$ cat config.mk
export PLATFORM = sky130hd
export DESIGN_NAME = beta_irq_ctrl
export DESIGN_NICKNAME = d
export VERILOG_FILES = /design/src/rtl/beta_irq_ctrl_pkg.sv /design/src/rtl/beta_irq_ctrl_sync2.sv /design/src/rtl/beta_irq_ctrl.sv
export SDC_FILE = /design/constraint.sdc
export NUM_CORES = 1
export LEC_CHECK = 0
export CORE_MARGIN = 8
export CORE_UTILIZATION = 35
export DETAILED_ROUTE_END_ITERATION = 8
export GPL_TIMING_DRIVEN = 0
export MAX_ROUTING_LAYER = met4
export PLACE_DENSITY = 0.67
export SYNTH_ARGS = -nofsm -noshare
export SYNTH_HDL_FRONTEND = slang
export SYNTH_SLANG_ARGS = --single-unit
$ cat constraint.sdc
create_clock -name CLK -period 6.22 [get_ports CLK]
set_input_delay 0.933 -clock CLK [delete_from_list [all_inputs] [get_ports CLK]]
set_output_delay 0.933 -clock CLK [all_outputs]
set_load 0.01 [all_outputs]
$ cat src/rtl/beta_irq_ctrl_pkg.sv
// Shared definitions for the BETA interrupt controller: register offsets,
// CLAIM word layout and the default register window base.
package beta_irq_ctrl_pkg;

    typedef enum logic [2:0] {
        IRQ_PEND  = 3'd0,
        IRQ_MASK  = 3'd1,
        IRQ_EDGE  = 3'd2,
        IRQ_CLAIM = 3'd3,
        IRQ_EOI   = 3'd4,
        IRQ_INSRV = 3'd5
    } irq_reg_e;

    localparam int unsigned CLAIM_VALID_BIT  = 31;
    localparam int unsigned IRQ_ID_W         = 5;
    localparam int unsigned IRQ_MAX_SRC      = 16;
    localparam logic [31:0] IRQ_BASE_DEFAULT = 32'hFFFF_FF00;

    typedef struct packed {
        logic                valid;
        logic [IRQ_ID_W-1:0] id;
    } claim_t;

endpackage

$ cat src/rtl/beta_irq_ctrl_sync2.sv
// W-wide two-flop synchronizer for asynchronous interrupt sources.
module beta_sync2 #(
    parameter int unsigned W = 8
) (
    input  logic         i_clk,
    input  logic         i_rst_n,
    input  logic [W-1:0] i_d,
    output logic [W-1:0] o_q
);

    logic [W-1:0] r_s1;
    logic [W-1:0] r_s2;

    always_ff @(posedge i_clk or negedge i_rst_n) begin
        if (!i_rst_n) begin
            r_s1 <= '0;
            r_s2 <= '0;
        end else begin
            r_s1 <= i_d;
            r_s2 <= r_s1;
        end
    end

    assign o_q = r_s2;

endmodule

$ cat src/rtl/beta_irq_ctrl.sv
// Interrupt controller feeding the BETA core IRQ input: per-source edge/level
// capture, mask, fixed priority (index 0 highest), claim/EOI register handshake.
module beta_irq_ctrl
    import beta_irq_ctrl_pkg::*;
#(
    parameter int unsigned NSRC      = 8,
    parameter logic [31:0] BASE_ADDR = IRQ_BASE_DEFAULT
) (
    input  logic            CLK,
    input  logic            RESET_N,
    input  logic [NSRC-1:0] SRC,
    input  logic [31:0]     MA,
    input  logic            MOE,
    input  logic            MWR,
    input  logic [31:0]     MWD,
    output logic [31:0]     RDATA,
    output logic            HIT,
    output logic            IRQ
);

    if (NSRC < 1 || NSRC > IRQ_MAX_SRC) begin : g_nsrc_check
        $error("beta_irq_ctrl: NSRC must be in 1..16");
    end

    function automatic claim_t f_prio(input logic [NSRC-1:0] v);
        claim_t c;
        c = '0;
        for (int unsigned i = 0; i < NSRC; i++) begin
            if (v[i] && !c.valid) begin
                c.valid = 1'b1;
                c.id    = IRQ_ID_W'(i);
            end
        end
        return c;
    endfunction

    logic [NSRC-1:0] w_s2;
    logic [NSRC-1:0] r_s3;
    logic [NSRC-1:0] r_pend;
    logic [NSRC-1:0] r_mask;
    logic [NSRC-1:0] r_edge;
    logic [NSRC-1:0] r_insrv;
    logic            r_irq;

    logic            w_hit;
    logic [2:0]      w_off;
    logic            w_wr;
    logic            w_rd;
    logic [NSRC-1:0] w_active;
    claim_t          w_claim;
    logic            w_claim_go;
    logic [NSRC-1:0] w_claim_oh;
    logic [NSRC-1:0] w_w1c;
    logic [NSRC-1:0] w_eoi_oh;
    logic [NSRC-1:0] w_rise;
    logic [NSRC-1:0] w_pend_nxt;
    logic [NSRC-1:0] w_insrv_nxt;
    logic            w_irq_nxt;
    logic            w_unused;

    beta_sync2 #(
        .W (NSRC)
    ) u_sync (
        .i_clk   (CLK),
        .i_rst_n (RESET_N),
        .i_d     (SRC),
        .o_q     (w_s2)
    );

    assign w_hit = (MA[31:5] == BASE_ADDR[31:5]);
    assign w_off = MA[4:2];
    assign w_wr  = w_hit & MWR;
    assign w_rd  = w_hit & MOE & ~MWR;

    assign w_active   = r_pend & r_mask;
    assign w_claim    = f_prio(w_active);
    assign w_claim_go = w_rd && (w_off == IRQ_CLAIM) && w_claim.valid;
    assign w_rise     = w_s2 & ~r_s3;

    always_comb begin
        w_claim_oh = '0;
        w_w1c      = '0;
        w_eoi_oh   = '0;
        if (w_claim_go) begin
            w_claim_oh = NSRC'(1) << w_claim.id;
        end
        if (w_wr && w_off == IRQ_PEND) begin
            w_w1c = MWD[NSRC-1:0];
        end
        // ids >= NSRC shift out to zero, so out-of-range EOIs are dropped naturally
        if (w_wr && w_off == IRQ_EOI) begin
            w_eoi_oh = NSRC'(1) << MWD[IRQ_ID_W-1:0];
        end
    end

    // Edge sources: a new rise wins over W1C/claim clears; level sources track s2.
    assign w_pend_nxt  = (r_edge & ((r_pend & ~w_w1c & ~w_claim_oh) | w_rise))
                       | (~r_edge & w_s2);
    assign w_insrv_nxt = (r_insrv & ~w_eoi_oh) | w_claim_oh;
    assign w_irq_nxt   = (|w_active) & ~(|r_insrv);

    always_ff @(posedge CLK or negedge RESET_N) begin
        if (!RESET_N) begin
            r_s3    <= '0;
            r_pend  <= '0;
            r_mask  <= '0;
            r_edge  <= '0;
            r_insrv <= '0;
            r_irq   <= 1'b0;
        end else begin
            r_s3    <= w_s2;
            r_pend  <= w_pend_nxt;
            r_insrv <= w_insrv_nxt;
            r_irq   <= w_irq_nxt;
            if (w_wr && w_off == IRQ_MASK) begin
                r_mask <= MWD[NSRC-1:0];
            end
            if (w_wr && w_off == IRQ_EDGE) begin
                r_edge <= MWD[NSRC-1:0];
            end
        end
    end

    always_comb begin
        RDATA = '0;
        if (w_hit) begin
            case (w_off)
                IRQ_PEND:  RDATA = 32'(r_pend);
                IRQ_MASK:  RDATA = 32'(r_mask);
                IRQ_EDGE:  RDATA = 32'(r_edge);
                IRQ_CLAIM: begin
                    RDATA[CLAIM_VALID_BIT]  = w_claim.valid;
                    RDATA[IRQ_ID_W-1:0]     = w_claim.id;
                end
                IRQ_INSRV: RDATA = 32'(r_insrv);
                default:   RDATA = '0;
            endcase
        end
    end

    assign HIT = w_hit;
    assign IRQ = r_irq;

    assign w_unused = &{1'b0, MA[1:0], MWD};

endmodule

# Word-level counts from Yosys, hierarchy flattened
# Cells that the tools add are included.
dict set report op_classes {
  bitwise_logic 21
  eq_ne 6
  n_mux 15
  reduce_logical 23
  shift 2
}
# cell count
set ops {}
lappend ops {{bitwise AND 8 bit} 7}
lappend ops {{2-to-1 mux 6 bit} 8}
lappend ops {{NOT 8 bit} 5}
lappend ops {{2-to-1 mux 32 bit} 1}
lappend ops {{equality test 27 bit (second input constant)} 1}
lappend ops {{case mux 5 bit (5 select lines)} 1}
lappend ops {{2-to-1 mux 8 bit} 3}
lappend ops {{bitwise OR 8 bit} 3}
lappend ops {{OR reduction 8 bit} 2}
lappend ops {{<< shifter 1 x 5 -> 8 bit (first input constant)} 2}
lappend ops {{logical AND 1 bit} 13}
lappend ops {{case mux 3 bit (4 select lines)} 1}
lappend ops {{zero test 1 bit} 7}
lappend ops {{equality test 3 x 2 -> 1 bit (second input constant)} 2}
lappend ops {{equality test 3 bit (second input constant)} 2}
lappend ops {{bitwise AND 1 bit} 4}
lappend ops {{equality test 3 x 1 -> 1 bit (second input constant)} 1}
lappend ops {{zero test 3 bit} 1}
lappend ops {{NOT 1 bit} 2}
lappend ops {{2-to-1 mux 1 bit} 1}
dict set report totals {
  reg_bits 57
  wordCells 75
  out_inout_bits 34
  inputBits 76
}

# Depth between registers and ports, before layout
# Gate-level depths: netlist of the first run.
dict set report logic_depth {
  depth_word 30
  depth_mapped 7
}

# Hierarchy
# A second synthesis of the first run with hierarchy kept.
dict set report hier_totals {
  cells_unflattened 271
  hier_area_um2 2775.2
}
# mod area_per_inst_um2 seq_area_each_um2 instances cells_per_inst
set modules_own_cells {}
lappend modules_own_cells {beta_irq_ctrl 2374.8 1026.0 1 255}
lappend modules_own_cells {beta_sync2 400.4 400.4 1 16}

# Worst setup path before layout of the first run
# Ideal clock, no wire load.
dict set report synth_timing {
  kind {input to output}
  start {input MA[6]}
  end {output RDATA[31]}
  path_buffers 1
  arrival_time_ps 2718
  stages 6
  slack_ps 2569
  path_cell_list {or4b_1 or4_4 or2_4 buf_6 inv_1 o311a_1}
}
dict set report synth_between {
  elab_chain_len 2
}
# item line
set synth_rtl {}
lappend synth_rtl {{start, declared} beta_irq_ctrl.sv:12} ;# input logic [31:0] MA,
lappend synth_rtl {{equality test 27 bit} beta_irq_ctrl.sv:70} ;# assign w_hit = (MA[31:5] == BASE_ADDR[31:5]);
lappend synth_rtl {{named net HIT} beta_irq_ctrl.sv:17} ;# output logic HIT,
lappend synth_rtl {{2-to-1 mux 32 bit} beta_irq_ctrl.sv:126} ;# if (w_hit) begin
lappend synth_rtl {{end, declared} beta_irq_ctrl.sv:16} ;# output logic [31:0] RDATA,
# The timed path passes the listed nets, and every way through them passes these cells.

# Worst setup path in the final report of the first run
dict set report layout_timing {
  start {input MA[5]}
  end {output RDATA[0]}
}
dict set report layout_between {
  elab_chain_len 2
}
# item line
set layout_rtl {}
lappend layout_rtl {{equality test 27 bit} beta_irq_ctrl.sv:70}
lappend layout_rtl {{2-to-1 mux 32 bit} beta_irq_ctrl.sv:126}
# No other way between the ends.

==> flow_results.xml, run 1 <==
<?xml version="1.0" encoding="UTF-8"?>
<metrics>
  <group name="run_status">
    <metric name="outcome" unit="">complete, no violations</metric>
  </group>
  <group name="synth">
    <metric name="synthCells" unit="">260</metric>
    <metric name="syn_avg_cell_area" unit="µm²">10.8</metric>
    <metric name="async_sr_flop_fraction" unit="%">100</metric>
    <metric name="synth_simple_gate_area_share" unit="%">17.9</metric>
    <metric name="yosys.area_share.adder" unit="%">0</metric>
    <metric name="synthesis.area" unit="µm²">2820</metric>
    <metric name="post_synth_mux_area_share" unit="%">10.7</metric>
    <metric name="ys_warn_count" unit="">0</metric>
    <metric name="synthXorXnorAreaFrac" unit="%">0</metric>
    <metric name="synth-seq-cells" unit="">57</metric>
    <metric name="synth_edf_count" unit="">0</metric>
    <metric name="synth_seq_area_share" unit="%">50.6</metric>
    <metric name="synth_top_family_by_area" unit="">simple AND/OR/NAND/NOR gates</metric>
    <metric name="yosys.cell_types.count" unit="">45</metric>
    <metric name="fraction_of_the_mapped_netlist_area_in_compound_gates" unit="%">13.3</metric>
    <metric name="ys_dominant_reg_cell" unit="">sky130_fd_sc_hd__dfrtp_1</metric>
  </group>
  <group name="pwr">
    <metric name="vdd_ir_drop_max" unit="V">0.000136</metric>
    <metric name="clock_share_of_power" unit="%">43.9</metric>
    <metric name="pwr_density_cell" unit="nW/µm²">218</metric>
    <metric name="power.switching_fraction" unit="%">22.2</metric>
    <metric name="intPower" unit="mW">0.654</metric>
    <metric name="p_seq_share" unit="%">46.1</metric>
    <metric name="power_leakage" unit="nW">1.73</metric>
    <metric name="p_comb_share" unit="%">10.0</metric>
    <metric name="total_switching_power" unit="mW">0.186</metric>
    <metric name="fin_total_pwr" unit="mW">0.840</metric>
  </group>
  <group name="timing">
    <metric name="tightestPinTransition" unit="ns">1.18</metric>
    <metric name="whs" unit="ns">0.347</metric>
    <metric name="final_setup_violation_count" unit="">0</metric>
    <metric name="grt_setup_unrepaired" unit="">false</metric>
    <metric name="report.final.hold_viol_count" unit="">0</metric>
    <metric name="min_clock_period_post_route" unit="ns">4.79</metric>
    <metric name="setup-tns-final" unit="ns">0</metric>
    <metric name="fmax" unit="MHz">209</metric>
    <metric name="clock-skew-final" unit="ns">0.00772</metric>
    <metric name="final_max_slew_viol_count" unit="">0</metric>
    <metric name="period_share" unit="%">77.0</metric>
    <metric name="slew-limit-headroom" unit="%">20.4</metric>
  </group>
  <group name="flow_run">
    <metric name="drv_cap" unit="">0</metric>
  </group>
  <group name="final_layout">
    <metric name="final_nets" unit="">430</metric>
    <metric name="layout.core_utilization" unit="%">49.6</metric>
    <metric name="antennaDiodeCount" unit="">0</metric>
    <metric name="mostFrequentLayoutCell" unit="">sky130_fd_sc_hd__clkdlybuf4s50_1</metric>
    <metric name="final-seq-area" unit="µm²">1430</metric>
    <metric name="instances_no_fill" unit="">460</metric>
    <metric name="multi_input_area" unit="µm²">1270</metric>
    <metric name="post_route_cells_drive_above_1_share" unit="%">18.2</metric>
    <metric name="commonest_cells_after_routing_fill_and_taps_aside" unit="">sky130_fd_sc_hd__clkdlybuf4s50_1, sky130_fd_sc_hd__dfrtp_1, sky130_fd_sc_hd__nand2_1, sky130_fd_sc_hd__buf_4, sky130_fd_sc_hd__conb_1</metric>
    <metric name="num-fill-cells" unit="">719</metric>
    <metric name="area_delta_synth_final" unit="%">36.9</metric>
  </group>
  <group name="cts">
    <metric name="ctsHoldBuffers" unit="">0</metric>
    <metric name="cts_repair_resize_count" unit="">0</metric>
    <metric name="cts.reportedPaths.clkPinSlew" unit="ns">0.06</metric>
    <metric name="numClockSinks" unit="">57</metric>
    <metric name="htreeDepth" unit="">3</metric>
    <metric name="clock_tree.root_cell" unit="">sky130_fd_sc_hd__clkbuf_8</metric>
    <metric name="clk_path_buf_depth" unit="">2</metric>
    <metric name="cts_tree" unit="">built</metric>
    <metric name="worstSkewPairLatency" unit="ns">0.34</metric>
    <metric name="tritoncts.num_buffers" unit="">9</metric>
    <metric name="cts.repair_timing.setup_buffer_count" unit="">0</metric>
  </group>
  <group name="floorplan">
    <metric name="starting_density" unit="%">36.3</metric>
    <metric name="boundaryPins" unit="">110</metric>
    <metric name="placementRows" unit="">32</metric>
    <metric name="fp.coreArea" unit="µm²">7770</metric>
    <metric name="die_height" unit="µm">106</metric>
    <metric name="chipWidth" unit="µm">106</metric>
    <metric name="floorplan.die_area" unit="µm²">11200</metric>
  </group>
  <group name="placement">
    <metric name="finalWeightedCongestion" unit="">0.896</metric>
    <metric name="placed_cells" unit="">445</metric>
    <metric name="io_buffers" unit="">60</metric>
    <metric name="dp.final_hpwl" unit="mm">6.17</metric>
  </group>
  <group name="critical_path">
    <metric name="timing.critical_path.mode_cell" unit="">sky130_fd_sc_hd__clkdlybuf4s50_1</metric>
    <metric name="path_class" unit="">input pin to output port</metric>
    <metric name="arrival_time_at_the_worst_endpoint" unit="ns">3.85</metric>
    <metric name="critical_path.cell_chain" unit="">clkdlybuf4s50_1, or4b_1, or4_4, or2_4, buf_6, clkbuf_1, nor2_1, clkdlybuf4s50_1</metric>
    <metric name="cp_data_required_time" unit="ns">5.29</metric>
    <metric name="end_kind" unit="">output port</metric>
    <metric name="start_kind" unit="">input pin</metric>
    <metric name="slowest_stage" unit="">sky130_fd_sc_hd__clkdlybuf4s50_1</metric>
    <metric name="critPathMaxFanout" unit="">10</metric>
    <metric name="slowest_delay" unit="ns">0.56</metric>
  </group>
  <group name="route">
    <metric name="wl_per_cell" unit="µm">17.8</metric>
    <metric name="drtIter0Drc" unit="">165</metric>
    <metric name="routed_wl" unit="mm">8.18</metric>
    <metric name="via_per_inst" unit="">5.05</metric>
    <metric name="drc_errors" unit="">0</metric>
    <metric name="postRouteAntennaNets" unit="">0</metric>
    <metric name="vias" unit="">2322</metric>
    <metric name="firstDrtPassIters" unit="">4</metric>
  </group>
  <group name="global_routing">
    <metric name="wire_length_of_the_first_global_routing_pass" unit="mm">13.0</metric>
    <metric name="first_global_vias" unit="">2424</metric>
    <metric name="grt.total_usage" unit="%">15.4</metric>
    <metric name="grt_start_max_net_pins" unit="">38</metric>
    <metric name="gr-total-overflow" unit="">0</metric>
    <metric name="antenna_violations_before_repair" unit="">0</metric>
  </group>
  <group name="min_path">
    <metric name="hold_class" unit="">flop to flop</metric>
  </group>
</metrics>
[cells by family (layout without fill, tap and decap cells)]
group,Yosys count,count (layout)
AO/OA/AOI/OAI,50,50
other,1,23
AND/OR/NAND/NOR,94,94
buffers and inverters,30,106
flip-flops,57,57
multiplexers,28,28
[layout make-up]
| type | count | share of cell area, % |
|---|---|---|
| multi-input combinational | 195 | 32.8 |
| tap | 102 | 3.31 |
| clock inverter | 2 | 0.909 |
| inverter | 1 | 0.0973 |
| sequential | 57 | 37.0 |
| clock buffer | 13 | 4.64 |
| buffer | 29 | 5.26 |
| timing repair buffer | 61 | 16.0 |
[sequential cells by signal (all words and copies together), names as in the netlist]
name         cells
r_pend           8
r_mask           8
IRQ              1
r_edge           8
u_sync.o_q       8
r_s3             8
r_insrv          8
u_sync.r_s1      8
[cells in the mapped netlist (all sizes together) (4+ instances only)]
cell | count | area [µm²]
dfrtp | 57 | 1430
nand2 | 33 | 124
buf | 25 | 188
mux2 | 16 | 180
a21oi | 12 | 60.1
mux2i | 12 | 120
nor2 | 12 | 45.0
nand3 | 11 | 65.1
a22o | 10 | 87.6
o41ai | 7 | 61.3
nand2b | 6 | 37.5
nand4 | 6 | 37.5
a22oi | 5 | 37.5
nor4 | 5 | 37.5
or4 | 5 | 45.0
clkbuf | 4 | 15.0
[worst max-delay path, delay by kind of cell]
kind	cells	cell delay, ns
AND/OR/NAND/NOR	4	1.53
buffers and inverters	4	1.39
[per-layer routing]
layer	up-vias	track usage [%]	share of wire [%]
met5	-	-	0
li1	1109	-	-
met2	97	22.0	43
met3	13	5.54	7.8
met1	1103	19.4	47
met4	0	5.73	1.6
[per-stage QoR]
step,area [µm²],setup WS (ns)
after global placement,3630,1.40
after floorplan,2900,2.57
after CTS,3860,1.41
after detailed placement,3640,1.41
after global routing,3860,1.34
final,3860,1.43
[final timing paths]
path | depth (start not counted) | start | slack [ns] | end
worst min register to register | 0 | u_sync.r_s1[2] | 0.35 | u_sync.o_q[2]
worst min-delay path | 0 | u_sync.r_s1[2] | 0.35 | u_sync.o_q[2]
worst max-delay path | 8 | MA[5] | 1.43 | RDATA[0]
min in group asynchronous | 1 | RESET_N | 0.56 | u_sync.r_s1[5]
max in group asynchronous | 2 | RESET_N | 5.09 | u_sync.r_s1[3]
worst max register to register | 5 | r_pend[0] | 3.85 | r_pend[5]
[power by group through the flow]
stage / Clock [mW] / Sequential, mW / Combinational (mW)
2_1_floorplan: 0 / 0.392 / 0.0340
3_3_place_gp: 0 / 0.394 / 0.0815
3_5_place_dp: 0 / 0.394 / 0.0830
4_1_cts: 0.379 / 0.387 / 0.0832
5_1_grt: 0.400 / 0.388 / 0.0918
6_report: 0.369 / 0.387 / 0.0836
(Power assumes the default switching activity.)
==> run 2: changes to the inputs <==
- PLACE_DENSITY: 0.67 -> 0.69
- clock period: 6.22 -> 4.25 ns (I/O delays scaled with it)
==> flow_results.xml, run 2 (synthesis results as in run 1) <==
<?xml version="1.0" encoding="UTF-8"?>
<metrics>
  <group name="cts">
    <metric name="tritoncts.num_buffers" unit="">9</metric>
    <metric name="cts_repair_resize_count" unit="">0</metric>
    <metric name="clk_path_buf_depth" unit="">2</metric>
    <metric name="clock_tree.root_cell" unit="">sky130_fd_sc_hd__clkbuf_8</metric>
    <metric name="cts_tree" unit="">built</metric>
    <metric name="cts.reportedPaths.clkPinSlew" unit="ns">0.06</metric>
    <metric name="ctsHoldBuffers" unit="">0</metric>
    <metric name="numClockSinks" unit="">57</metric>
    <metric name="cts.repair_timing.setup_buffer_count" unit="">0</metric>
    <metric name="htreeDepth" unit="">3</metric>
    <metric name="worstSkewPairLatency" unit="ns">0.34</metric>
  </group>
  <group name="pwr">
    <metric name="vdd_ir_drop_max" unit="V">0.000180</metric>
    <metric name="fin_total_pwr" unit="mW">1.15</metric>
    <metric name="power_leakage" unit="nW">1.72</metric>
    <metric name="pwr_density_cell" unit="nW/µm²">301</metric>
  </group>
  <group name="critical_path">
    <metric name="start_kind" unit="">input pin</metric>
    <metric name="path_class" unit="">input pin to output port</metric>
    <metric name="path_depth" unit="">8</metric>
    <metric name="timing.critical_path.buf_inv" unit="">4</metric>
    <metric name="number_of_cells_traversed_by_the_worst_register_to_register_path" unit="">5</metric>
    <metric name="r2r-start" unit="">r_mask[0]</metric>
    <metric name="setup.reg_to_reg.worst_slack" unit="ns">1.72</metric>
    <metric name="cp_data_required_time" unit="ns">3.61</metric>
    <metric name="timing.critical_path.mode_cell" unit="">sky130_fd_sc_hd__clkdlybuf4s50_1</metric>
    <metric name="end_kind" unit="">output port</metric>
    <metric name="critPathMaxFanout" unit="">19</metric>
    <metric name="worst_path_dominant_cell_family" unit="">simple AND/OR/NAND/NOR gates</metric>
    <metric name="slowest_delay" unit="ns">0.54</metric>
    <metric name="arrival_time_at_the_worst_endpoint" unit="ns">3.44</metric>
    <metric name="slowest_stage" unit="">sky130_fd_sc_hd__clkdlybuf4s50_1</metric>
    <metric name="critical_path.cell_chain" unit="">clkdlybuf4s50_1, or4b_1, or4_4, or2_4, buf_6, inv_1, o311a_1, clkdlybuf4s50_1</metric>
    <metric name="critical_path.reg2reg.endpoint" unit="">r_pend[5]</metric>
  </group>
  <group name="global_routing">
    <metric name="gr-total-overflow" unit="">0</metric>
    <metric name="grt.total_usage" unit="%">15.4</metric>
    <metric name="antenna_violations_before_repair" unit="">0</metric>
    <metric name="first_global_vias" unit="">2490</metric>
    <metric name="wire_length_of_the_first_global_routing_pass" unit="mm">13.2</metric>
    <metric name="grt_start_max_net_pins" unit="">36</metric>
  </group>
  <group name="timing">
    <metric name="clock-skew-final" unit="ns">0.0110</metric>
    <metric name="setup-tns-final" unit="ns">0</metric>
    <metric name="whs" unit="ns">0.290</metric>
    <metric name="min_clock_period_post_route" unit="ns">4.08</metric>
    <metric name="final_setup_violation_count" unit="">0</metric>
    <metric name="final_max_slew_viol_count" unit="">0</metric>
    <metric name="grt_setup_unrepaired" unit="">false</metric>
    <metric name="slew-limit-headroom" unit="%">25.9</metric>
    <metric name="report.final.hold_viol_count" unit="">0</metric>
    <metric name="tightestPinTransition" unit="ns">1.10</metric>
    <metric name="fmax" unit="MHz">245</metric>
    <metric name="period_share" unit="%">96.0</metric>
  </group>
  <group name="final_layout">
    <metric name="mostFrequentLayoutCell" unit="">sky130_fd_sc_hd__clkdlybuf4s50_1</metric>
    <metric name="antennaDiodeCount" unit="">0</metric>
    <metric name="instances_no_fill" unit="">459</metric>
    <metric name="post_route_cells_drive_above_1_share" unit="%">18.2</metric>
    <metric name="layout.cell_area.non_filler" unit="µm²">3820</metric>
    <metric name="commonest_cells_after_routing_fill_and_taps_aside" unit="">sky130_fd_sc_hd__clkdlybuf4s50_1, sky130_fd_sc_hd__dfrtp_1, sky130_fd_sc_hd__nand2_1, sky130_fd_sc_hd__buf_4, sky130_fd_sc_hd__conb_1</metric>
    <metric name="area_delta_synth_final" unit="%">35.6</metric>
    <metric name="final_nets" unit="">429</metric>
  </group>
  <group name="floorplan">
    <metric name="placementRows" unit="">32</metric>
    <metric name="starting_density" unit="%">36.3</metric>
    <metric name="boundaryPins" unit="">110</metric>
    <metric name="chipWidth" unit="µm">106</metric>
    <metric name="fp.coreArea" unit="µm²">7770</metric>
    <metric name="floorplan.die_area" unit="µm²">11200</metric>
    <metric name="die_height" unit="µm">106</metric>
  </group>
  <group name="route">
    <metric name="postRouteAntennaNets" unit="">0</metric>
    <metric name="routed_wl" unit="mm">8.17</metric>
    <metric name="via_per_inst" unit="">5.14</metric>
    <metric name="vias" unit="">2359</metric>
    <metric name="drc_errors" unit="">0</metric>
    <metric name="wl_per_cell" unit="µm">17.8</metric>
    <metric name="firstDrtPassIters" unit="">4</metric>
    <metric name="drtIter0Drc" unit="">140</metric>
  </group>
  <group name="placement">
    <metric name="finalWeightedCongestion" unit="">0.893</metric>
    <metric name="placed_cells" unit="">445</metric>
    <metric name="dp.final_hpwl" unit="mm">6.21</metric>
    <metric name="detailed_place.area" unit="µm²">3640</metric>
    <metric name="io_buffers" unit="">60</metric>
  </group>
  <group name="flow_run">
    <metric name="drv_cap" unit="">0</metric>
  </group>
  <group name="run_status">
    <metric name="outcome" unit="">complete, no violations</metric>
  </group>
  <group name="min_path">
    <metric name="hold_class" unit="">input pin to asynchronous set/reset pin</metric>
  </group>
</metrics>
-- run 2: how the worst max path moves through the flow --
stage,end,slack (ns),from
final,RDATA[31],0.17,MA[5]
after global routing,RDATA[31],0.10,MA[5]
after CTS,RDATA[0],0.03,MA[5]
after detailed placement,RDATA[0],0.04,MA[5]
after global placement,RDATA[0],0.02,MA[5]
after floorplan,RDATA[31],1.19,MA[6]
-- run 2: area by class of cell --
type                    count  area (µm²)
multi-input cells         195        1270
clock buffers              12         165
well taps                 102         128
flip-flops and latches     57        1430
clock inverters             3        15.0
fillers                   747        3950
plain buffers              28         199
inverters                   1        3.75
repair buffers             61         616
-- run 2: routing by layer --
layer	up-vias	GRT usage (%)	part of all wire, %
met2	102	23.1	45
met1	1148	18.9	45
li1	1104	-	-
met4	0	5.53	0.62
met3	5	5.24	9.5
met5	-	-	0
-- run 2: through the flow --
step	setup slack (ns)	util, %
3_3_place_gp	0.0226	46.7
3_5_place_dp	0.0356	46.9
4_1_cts	0.0312	49.2
2_1_floorplan	1.19	-
5_1_grt	0.101	49.2
6_report	0.168	49.2
-- run 2: worst reg2reg max path, delay by kind of cell, from the launching register on --
kind	cells	cell delay [ns]
simple gates	2	0.90
flops	1	0.42
compound gates	3	1.11
-- run 2: power by group --
part | total [mW] | switching (mW) | internal [mW] | leakage [nW]
sequential | 0.567 | 0.00885 | 0.558 | 0.722
clock | 0.460 | 0.207 | 0.253 | 0.0980
combinational | 0.123 | 0.0549 | 0.0678 | 0.896
==> run 3: changes to the inputs <==
==> constraint.sdc (replaced) <==
create_clock -name CLK -period 4.25 [get_ports CLK]
set_input_delay 0.6375 -clock CLK [delete_from_list [all_inputs] [get_ports CLK]]
set_output_delay 0.6375 -clock CLK [all_outputs]
set_load 0.02 [all_outputs]
==> flow_results.xml, run 3 (synthesis results as in run 1) <==
<?xml version="1.0" encoding="UTF-8"?>
<metrics>
  <group name="floorplan">
    <metric name="chipWidth" unit="µm">106</metric>
    <metric name="die_height" unit="µm">106</metric>
    <metric name="floorplan.die_area" unit="µm²">11200</metric>
    <metric name="fp.coreArea" unit="µm²">7770</metric>
    <metric name="starting_density" unit="%">36.3</metric>
    <metric name="placementRows" unit="">32</metric>
    <metric name="boundaryPins" unit="">110</metric>
  </group>
  <group name="final_layout">
    <metric name="commonest_cells_after_routing_fill_and_taps_aside" unit="">sky130_fd_sc_hd__dfrtp_1, sky130_fd_sc_hd__clkdlybuf4s50_1, sky130_fd_sc_hd__nand2_1, sky130_fd_sc_hd__buf_4, sky130_fd_sc_hd__conb_1</metric>
    <metric name="num-fill-cells" unit="">747</metric>
    <metric name="antennaDiodeCount" unit="">0</metric>
    <metric name="area_delta_synth_final" unit="%">35.5</metric>
    <metric name="post_route_cells_drive_above_1_share" unit="%">18.2</metric>
    <metric name="layout.cell_area.non_filler" unit="µm²">3820</metric>
    <metric name="final_nets" unit="">429</metric>
  </group>
  <group name="global_routing">
    <metric name="grt_start_max_net_pins" unit="">36</metric>
    <metric name="grt.total_usage" unit="%">15.4</metric>
    <metric name="antenna_violations_before_repair" unit="">0</metric>
    <metric name="gr-total-overflow" unit="">0</metric>
    <metric name="first_global_vias" unit="">2470</metric>
    <metric name="wire_length_of_the_first_global_routing_pass" unit="mm">13.1</metric>
  </group>
  <group name="route">
    <metric name="vias" unit="">2376</metric>
    <metric name="via_per_inst" unit="">5.18</metric>
    <metric name="wl_per_cell" unit="µm">17.9</metric>
    <metric name="postRouteAntennaNets" unit="">0</metric>
    <metric name="routed_wl" unit="mm">8.20</metric>
    <metric name="drtIter0Drc" unit="">123</metric>
    <metric name="firstDrtPassIters" unit="">4</metric>
    <metric name="drc_errors" unit="">0</metric>
  </group>
  <group name="cts">
    <metric name="tritoncts.num_buffers" unit="">9</metric>
    <metric name="cts.reportedPaths.clkPinSlew" unit="ns">0.06</metric>
    <metric name="htreeDepth" unit="">3</metric>
    <metric name="cts_tree" unit="">built</metric>
    <metric name="clock_tree.root_cell" unit="">sky130_fd_sc_hd__clkbuf_8</metric>
    <metric name="worstSkewPairLatency" unit="ns">0.34</metric>
    <metric name="clk_path_buf_depth" unit="">2</metric>
    <metric name="cts.repair_timing.setup_buffer_count" unit="">0</metric>
    <metric name="numClockSinks" unit="">57</metric>
  </group>
  <group name="timing">
    <metric name="slew-limit-headroom" unit="%">25.5</metric>
    <metric name="whs" unit="ns">0.286</metric>
    <metric name="setup_slack" unit="ns">0.0997</metric>
    <metric name="min_clock_period_post_route" unit="ns">4.15</metric>
    <metric name="final_max_slew_viol_count" unit="">0</metric>
    <metric name="tightestPinTransition" unit="ns">1.11</metric>
    <metric name="clock-skew-final" unit="ns">0.0129</metric>
    <metric name="grt_setup_unrepaired" unit="">false</metric>
    <metric name="setup-tns-final" unit="ns">0</metric>
    <metric name="fmax" unit="MHz">241</metric>
    <metric name="period_share" unit="%">97.7</metric>
    <metric name="report.final.hold_viol_count" unit="">0</metric>
    <metric name="final_setup_violation_count" unit="">0</metric>
  </group>
  <group name="placement">
    <metric name="detailed_place.area" unit="µm²">3640</metric>
    <metric name="io_buffers" unit="">60</metric>
    <metric name="dp.final_hpwl" unit="mm">6.21</metric>
    <metric name="place_ws" unit="ns">-0.0323</metric>
    <metric name="finalWeightedCongestion" unit="">0.893</metric>
  </group>
  <group name="critical_path">
    <metric name="path_class" unit="">input pin to output port</metric>
    <metric name="arrival_time_at_the_worst_endpoint" unit="ns">3.51</metric>
    <metric name="critPathMaxFanout" unit="">19</metric>
    <metric name="number_of_cells_traversed_by_the_worst_register_to_register_path" unit="">5</metric>
    <metric name="cp_data_required_time" unit="ns">3.61</metric>
    <metric name="end_kind" unit="">output port</metric>
    <metric name="start_kind" unit="">input pin</metric>
  </group>
  <group name="run_status">
    <metric name="outcome" unit="">complete, no violations</metric>
  </group>
  <group name="min_path">
    <metric name="hold_class" unit="">input pin to asynchronous set/reset pin</metric>
  </group>
  <group name="flow_run">
    <metric name="drv_cap" unit="">0</metric>
  </group>
  <group name="pwr">
    <metric name="vdd_ir_drop_max" unit="V">0.000180</metric>
    <metric name="pwr_density_cell" unit="nW/µm²">304</metric>
    <metric name="power_leakage" unit="nW">1.73</metric>
  </group>
</metrics>
## run 3: cell types whose count changed in the layout (fill, tap and decap cells not counted), sizes merged
cell / delta
clkdlybuf4s50: -2
dlygate4sd2: +2
## run 3: what timing repair did
item,in CTS,in global routing
hold buffers,0,0
gates resized for setup,2,0
endpoints found under the setup margin,5,0
## run 3: area by class of cell
class,count,area [µm²],share of cell area [%]
Buffer,28,199,5.21
Clock buffer,12,165,4.33
Clock inverter,3,15.0,0.393
Inverter,1,3.75,0.0984
Multi-Input combinational cell,195,1270,33.2
Sequential cell,57,1430,37.4
Tap cell,102,128,3.34
Timing Repair Buffer,61,613,16.1
## run 3: critical path, stage by stage
cell                              delay [ns]
sky130_fd_sc_hd__clkdlybuf4s50_1        0.42
sky130_fd_sc_hd__or4b_1                 0.52
sky130_fd_sc_hd__or4_4                  0.53
sky130_fd_sc_hd__or2_4                  0.29
sky130_fd_sc_hd__buf_6                  0.17
sky130_fd_sc_hd__inv_1                  0.16
sky130_fd_sc_hd__o311a_1                0.19
sky130_fd_sc_hd__clkdlybuf4s50_1        0.61
## run 3: final timing paths
path,start,to,slack [ns]
setup / recovery,MA[5],RDATA[31],0.1
hold / removal,RESET_N,u_sync.r_s1[4],0.29
setup reg to reg,r_mask[0],r_pend[5],1.70
hold reg to reg,u_sync.r_s1[3],u_sync.o_q[3],0.34
max in group asynchronous,RESET_N,r_insrv[3],3.39
min in group CLK,u_sync.r_s1[3],u_sync.o_q[3],0.34
## run 3: routing by layer
metal | up-vias | GRT usage (%) | part of all wire [%]
li1 | 1105 | - | -
met1 | 1146 | 18.9 | 45
met2 | 117 | 23.0 | 45
met3 | 8 | 5.24 | 9.2
met4 | 0 | 5.53 | 1.6
met5 | - | - | 0
## run 3: stage by stage
stage,std cells,power (mW),utilization [%]
floorplan,282,0.633,-
finish,459,1.16,49.1
global route,459,1.21,49.1
detailed placement,445,0.708,46.9
CTS,459,1.17,49.1
global placement,444,0.705,46.7
## run 3: power breakdown
part           internal (mW)  switching, mW  leakage [nW]
logic                 0.0683         0.0635         0.906
clock network          0.253          0.209        0.0980
registers              0.558        0.00883         0.722
total                  0.879          0.281          1.73
